==> src/rtl/hdmi_pll_supervisor_if.sv <==
// Signal bundle between the HDMI PLL supervisor and the PLL / video reset domain.
// The supervisor side uses the master modport; the environment side uses slave.
interface hdmi_pll_supervisor_if;
   logic       pll_lock;
   logic       pll_rst;
   logic       video_rst;
   logic       ready;
   logic [1:0] state;
   logic [7:0] relock_cnt;
   logic       timeout_seen;

   modport master (
      input  pll_lock,
      output pll_rst, video_rst, ready, state, relock_cnt, timeout_seen
   );

   modport slave (
      output pll_lock,
      input  pll_rst, video_rst, ready, state, relock_cnt, timeout_seen
   );
endinterface

==> src/rtl/hdmi_pll_supervisor.sv <==
// HDMI PLL lock/reset supervisor: sequences pll_rst, waits for stable lock, releases video_rst.
// Optional macro HDMI_PLL_SUP_GLITCH_FILTER_EN tolerates short lock dropouts while running.
module hdmi_pll_supervisor #(
   parameter int unsigned RST_CYCLES    = 64,
   parameter int unsigned LOCK_TIMEOUT  = 500000,
   parameter int unsigned SETTLE_CYCLES = 1024,
   parameter int unsigned GLITCH_CYCLES = 4,
   parameter int unsigned CNT_W         = 20
) (
   input  logic                   clk,
   input  logic                   reset,
   hdmi_pll_supervisor_if.master  sup
);

   typedef enum logic [1:0] {
      S_RST       = 2'd0,
      S_WAIT_LOCK = 2'd1,
      S_SETTLE    = 2'd2,
      S_RUN       = 2'd3
   } state_t;

   localparam logic [CNT_W-1:0] RST_LAST     = CNT_W'(RST_CYCLES - 1);
   localparam logic [CNT_W-1:0] TIMEOUT_LAST = CNT_W'(LOCK_TIMEOUT - 1);
   localparam logic [CNT_W-1:0] SETTLE_LAST  = CNT_W'(SETTLE_CYCLES - 1);

   state_t           st;
   logic [CNT_W-1:0] cnt;
   logic             lock_p0;
   logic             lock_s;
   logic             pll_rst_r;
   logic             video_rst_r;
   logic             ready_r;
   logic             timeout_r;
   logic [7:0]       relock_r;
   logic             leave_run;

`ifdef HDMI_PLL_SUP_GLITCH_FILTER_EN
   localparam logic [CNT_W-1:0] GLITCH_LAST = CNT_W'(GLITCH_CYCLES - 1);
   logic [CNT_W-1:0] low_cnt;

   // Leave RUN on the GLITCH_CYCLES-th consecutive low sample.
   assign leave_run = !lock_s && (low_cnt == GLITCH_LAST);
`else
   assign leave_run = !lock_s;
`endif

   always_ff @(posedge clk) begin
      if (reset) begin
         st          <= S_RST;
         cnt         <= '0;
         lock_p0     <= 1'b0;
         lock_s      <= 1'b0;
         pll_rst_r   <= 1'b1;
         video_rst_r <= 1'b1;
         ready_r     <= 1'b0;
         timeout_r   <= 1'b0;
         relock_r    <= '0;
`ifdef HDMI_PLL_SUP_GLITCH_FILTER_EN
         low_cnt     <= '0;
`endif
      end else begin
         lock_p0 <= sup.pll_lock;
         lock_s  <= lock_p0;
         // Outputs are updated together with st so they track the next state.
         case (st)
            S_RST: begin
               if (cnt == RST_LAST) begin
                  st        <= S_WAIT_LOCK;
                  cnt       <= '0;
                  pll_rst_r <= 1'b0;
               end else begin
                  cnt <= cnt + 1'b1;
               end
            end
            S_WAIT_LOCK: begin
               if (lock_s) begin
                  st  <= S_SETTLE;
                  cnt <= '0;
               end else if (cnt == TIMEOUT_LAST) begin
                  st        <= S_RST;
                  cnt       <= '0;
                  pll_rst_r <= 1'b1;
                  timeout_r <= 1'b1;
               end else begin
                  cnt <= cnt + 1'b1;
               end
            end
            S_SETTLE: begin
               if (!lock_s) begin
                  st  <= S_WAIT_LOCK;
                  cnt <= '0;
               end else if (cnt == SETTLE_LAST) begin
                  st          <= S_RUN;
                  video_rst_r <= 1'b0;
                  ready_r     <= 1'b1;
`ifdef HDMI_PLL_SUP_GLITCH_FILTER_EN
                  low_cnt     <= '0;
`endif
               end else begin
                  cnt <= cnt + 1'b1;
               end
            end
            S_RUN: begin
`ifdef HDMI_PLL_SUP_GLITCH_FILTER_EN
               if (lock_s)          low_cnt <= '0;
               else if (!leave_run) low_cnt <= low_cnt + 1'b1;
`endif
               if (leave_run) begin
                  st          <= S_RST;
                  cnt         <= '0;
                  pll_rst_r   <= 1'b1;
                  video_rst_r <= 1'b1;
                  ready_r     <= 1'b0;
                  if (relock_r != 8'hFF) relock_r <= relock_r + 8'd1;
               end
            end
         endcase
      end
   end

   assign sup.state        = st;
   assign sup.pll_rst      = pll_rst_r;
   assign sup.video_rst    = video_rst_r;
   assign sup.ready        = ready_r;
   assign sup.relock_cnt   = relock_r;
   assign sup.timeout_seen = timeout_r;

endmodule

==> src/flat_wrapper.sv <==
// flat-port wrapper written by rule: the top's interface ports become plain ports
module hdmi_pll_supervisor_flat 
#(
   parameter int unsigned RST_CYCLES    = 64,
   parameter int unsigned LOCK_TIMEOUT  = 500000,
   parameter int unsigned SETTLE_CYCLES = 1024,
   parameter int unsigned GLITCH_CYCLES = 4,
   parameter int unsigned CNT_W         = 20
)
  (clk, reset, sup_pll_lock, sup_pll_rst, sup_video_rst, sup_ready, sup_state, sup_relock_cnt, sup_timeout_seen);
  hdmi_pll_supervisor_if sup_i ();
  input  logic clk;
  input  logic reset;
  input wire logic [$bits(sup_i.pll_lock)-1:0] sup_pll_lock;
  output wire logic [$bits(sup_i.pll_rst)-1:0] sup_pll_rst;
  output wire logic [$bits(sup_i.video_rst)-1:0] sup_video_rst;
  output wire logic [$bits(sup_i.ready)-1:0] sup_ready;
  output wire logic [$bits(sup_i.state)-1:0] sup_state;
  output wire logic [$bits(sup_i.relock_cnt)-1:0] sup_relock_cnt;
  output wire logic [$bits(sup_i.timeout_seen)-1:0] sup_timeout_seen;
  assign sup_i.pll_lock = sup_pll_lock;
  assign sup_pll_rst = sup_i.pll_rst;
  assign sup_video_rst = sup_i.video_rst;
  assign sup_ready = sup_i.ready;
  assign sup_state = sup_i.state;
  assign sup_relock_cnt = sup_i.relock_cnt;
  assign sup_timeout_seen = sup_i.timeout_seen;
  hdmi_pll_supervisor #(.RST_CYCLES(RST_CYCLES), .LOCK_TIMEOUT(LOCK_TIMEOUT), .SETTLE_CYCLES(SETTLE_CYCLES), .GLITCH_CYCLES(GLITCH_CYCLES), .CNT_W(CNT_W)) u_core (.clk(clk), .reset(reset), .sup(sup_i));
endmodule
==> config.mk <==
export PLATFORM = sky130hd
export DESIGN_NAME = hdmi_pll_supervisor_flat
export DESIGN_NICKNAME = d
export VERILOG_FILES = /design/src/rtl/hdmi_pll_supervisor_if.sv /design/src/rtl/hdmi_pll_supervisor.sv /design/src/flat_wrapper.sv
export SDC_FILE = /design/constraint.sdc
export NUM_CORES = 1
export LEC_CHECK = 0
export BUFFER_PORTS_ARGS = -buffer_cell sky130_fd_sc_hd__buf_2
export CORE_MARGIN = 3
export CORE_UTILIZATION = 58
export CTS_CLUSTER_DIAMETER = 30
export DETAILED_ROUTE_END_ITERATION = 8
export PLACE_DENSITY = 0.81
export SLEW_MARGIN = 20
export SYNTH_ARGS = -nofsm -noshare
export SYNTH_HDL_FRONTEND = slang
export SYNTH_SLANG_ARGS = --single-unit
export TNS_END_PERCENT = 1
==> constraint.sdc <==
create_clock -name clk -period 2.6 [get_ports clk]
set_clock_uncertainty 0.2 [all_clocks]
set_input_delay 0.26 -clock clk [delete_from_list [all_inputs] [get_ports clk]]
set_output_delay 0.26 -clock clk [all_outputs]
set_load 0.005 [all_outputs]
==> impl_metrics.json <==
{
  "status": "completed",
  "drt_iter0_drc": 126,
  "p_comb_frac": 0.031,
  "nets": 243,
  "peakVddDrop_v": 0.000455,
  "post-cts-setup-buffers": 0,
  "synth_xor_area_frac": 0.0422,
  "power_frac_seq": 0.475,
  "syn_area_per_cell_um2": 8.46,
  "wl_per_cell_um": 14.9,
  "required_ns": 2.64,
  "htree_levels": 2,
  "path_cells": "ha_1, nor4bb_1, and4bb_2, a2111oi_0, nor3_1, o21ba_1",
  "synth_compound_area_frac": 0.222,
  "dieArea_um2": 3940,
  "numCtsBuffers": 5,
  "report.final.slew_viol_count": 0,
  "worst_setup_path_end_kind": "flop",
  "gp_congestion": 0.850,
  "slowest_delay_ns": 0.73,
  "p_leak_nw": 0.730,
  "synth_edf_count": 0,
  "syn_nets": 226,
  "core_um2": 2900,
  "vias_per_cell": 6.18,
  "cts_resized": 0,
  "ys_ff_latch": 36,
  "grt_max_degree": 19,
  "rows": 19,
  "synthMuxAreaShare": 0.00535,
  "synthSimpleGateAreaFrac": 0.288,
  "fin_util": 0.726,
  "synth_ff_type": "dfxtp_1",
  "setup_ws_ns": 0.171,
  "relSlewSlack": 0.479,
  "vias": 1737,
  "routed_wl_um": 4180,
  "start_util": 0.645,
  "dp_hpwl_um": 2960,
  "port_buffers": 16,
  "p_per_area_nw_per_um2": 567,
  "period_share": 0.934,
  "cpLargestDelayFamily": "compound AO/OA/AOI/OAI gates",
  "syn_inst": 221,
  "cts_tree": "done",
  "layout_min_cycle_time_ns": 2.43,
  "netlist_area_um2": 1870,
  "setup_viol": 0,
  "diodes": 0,
  "drv_cap": 0,
  "detail-route-antenna-nets": 0,
  "timing.critical_path.buf_inv": 0,
  "crit_slowest_cell": "a2111oi_0",
  "die_x_um": 62.8,
  "timing.fmax_ghz": 0.412,
  "grt_pass1_wl_um": 7330,
  "crit_type": "reg -> reg",
  "pre_cts_ws_ns": 0.352,
  "setup.worst_path.start_class": "flop",
  "synth_cell_types": 52,
  "cts.reportedPaths.clkPinSlew_ns": 0.11,
  "antenna_found_initial": 0,
  "grt_use_total": 0.228,
  "drtPass1Iterations": 4,
  "crit_arrival_ns": 2.47,
  "syn_to_final_growth_pct": 12.6,
  "hold_class": "in -> reg",
  "swShare": 0.185,
  "hold_violations": 0,
  "setup_tns_ns": 0,
  "synth_top_family_by_area": "simple AND/OR/NAND/NOR gates",
  "die_h_um": 62.8,
  "power.internal_mw": 0.971,
  "cts_sinks": 36,
  "max_slew.worst_pin.slew_ns": 0.762,
  "yosysWarnings": 0,
  "rsz0062_at_grt": "false",
  "ios": 17,
  "clk_latency_ns": 0.34,
  "grt_pass1_vias": 1625,
  "yosysSeqAreaShare": 0.386,
  "synth_fa_ha_area_frac": 0.0134,
  "power_switching_mw": 0.221,
  "root_buffer": "clkbuf_4",
  "grt.overflow.total": 0,
  "async_reset_ff_frac": 0,
  "p_clk_frac": 0.494,
  "final_layout_size_suffix_gt1_frac": 0.159,
  "drc_errors": 0,
  "crit_fanout": 7,
  "clock_path_buffers": 2
}
-- layer usage --
| metal | vias to the layer above | track usage | wire length, µm |
|---|---|---|---|
| met1 | 817 | 0.280 | 1850 |
| met4 | 0 | 0.0909 | 53 |
| li1 | 860 | - | - |
| met5 | - | 0 | 0 |
| met3 | 6 | 0.0612 | 242 |
| met2 | 54 | 0.378 | 2030 |
-- flip-flops by register name (all words and copies together), names as in the netlist --
| register | flops |
|---|---|
| u_core.sup.timeout_seen | 1 |
| u_core.lock_p0 | 1 |
| u_core.sup.state | 2 |
| u_core.cnt | 20 |
| u_core.sup.ready | 1 |
| u_core.lock_s | 1 |
| u_core.sup.video_rst | 1 |
| u_core.sup.relock_cnt | 8 |
| u_core.sup.pll_rst | 1 |
-- cell families (layout without fill, tap and decap cells) --
logic type / after synthesis / in the layout
AO/OA/AOI/OAI: 61 / 61
XOR/XNOR: 9 / 9
adder cells (fa/ha/maj): 2 / 2
buffers and inverters: 17 / 35
flip-flops: 36 / 36
multiplexers: 1 / 1
AND/OR/NAND/NOR: 95 / 95
-- power groups by stage --
stage	Combinational [mW]	Clock, mW	Sequential, mW
finish	0.0370	0.589	0.567
global route	0.0419	0.627	0.568
CTS	0.0372	0.598	0.566
detailed placement	0.0357	0	0.579
global placement	0.0347	0	0.579
floorplan	0.0284	0	0.576
-- metrics by stage --
stage	instance area [µm²]	power, mW	hold slack [ns]	cells
final	2100	1.19	0.0570	281
after global routing	2100	1.24	0.0614	281
after CTS	2100	1.20	0.0454	281
after detailed placement	1970	0.615	0.255	272
after global placement	1970	0.613	0.219	272
after floorplan	1870	0.605	0.126	221
-- layout make-up --
class	instances	area, µm²
inverter	8	30.0
clock buffer	5	37.5
sequential	36	721
clock inverter	3	90.1
timing repair buffer	19	105
fill	237	796
tap	42	52.6
multi-input combinational	168	1070
-- layout by cell type (no fill, tap or decap), types with 5 or more instances in the layout --
cell / count
nand3_1: 12
xnor2_1: 6
buf_2: 16
a21oi_1: 20
nand2_1: 14
o21ai_0: 11
nand4_1: 8
nor3_1: 7
inv_1: 8
or3_1: 9
dfxtp_1: 36
clkbuf_4: 5
o31ai_1: 5
nor2_1: 19
-- path summary, 6_finish.rpt --
check                                  start  cells after the start                                     to  slack [ns]
setup / recovery  u_core.cnt[0]$_SDFFE_PP0P_                      6             u_core.cnt[4]$_SDFFE_PP0P_        0.17
hold / removal                         reset                      2  u_core.sup.relock_cnt[2]$_SDFFE_PP0P_        0.06
setup reg to reg  u_core.cnt[0]$_SDFFE_PP0P_                      6             u_core.cnt[4]$_SDFFE_PP0P_        0.17
hold reg to reg    u_core.lock_p0$_SDFF_PP0_                      1               u_core.lock_s$_SDFF_PP0_        0.27
-- cells in the mapped netlist, types with 5 or more instances --
| cell | instances | area (µm²) |
|---|---|---|
| clkbuf_1 | 6 | 22.5 |
| nor3_1 | 7 | 35.0 |
| o21ai_0 | 11 | 55.1 |
| a21oi_1 | 20 | 100 |
| o31ai_1 | 5 | 37.5 |
| nand4_1 | 8 | 50.1 |
| or3_1 | 9 | 56.3 |
| nor2_1 | 19 | 71.3 |
| nand3_1 | 12 | 60.1 |
| xnor2_1 | 6 | 52.6 |
| nand2_1 | 14 | 52.6 |
| inv_1 | 8 | 30.0 |
| dfxtp_1 | 36 | 721 |
-- worst reg2reg max path, cell delays in order (launching register included) --
cell and delay [ns]:
dfxtp_1 0.36, ha_1 0.25, nor4bb_1 0.13, and4bb_2 0.30, a2111oi_0 0.73, nor3_1 0.14, o21ba_1 0.21
-- what timing repair did --
action / in CTS / in global routing
hold buffers: 1 / 0
endpoints found under the setup margin: 0 / 0
endpoints found under the hold margin: 1 / 0
Power figures use the tool's default switching activity.
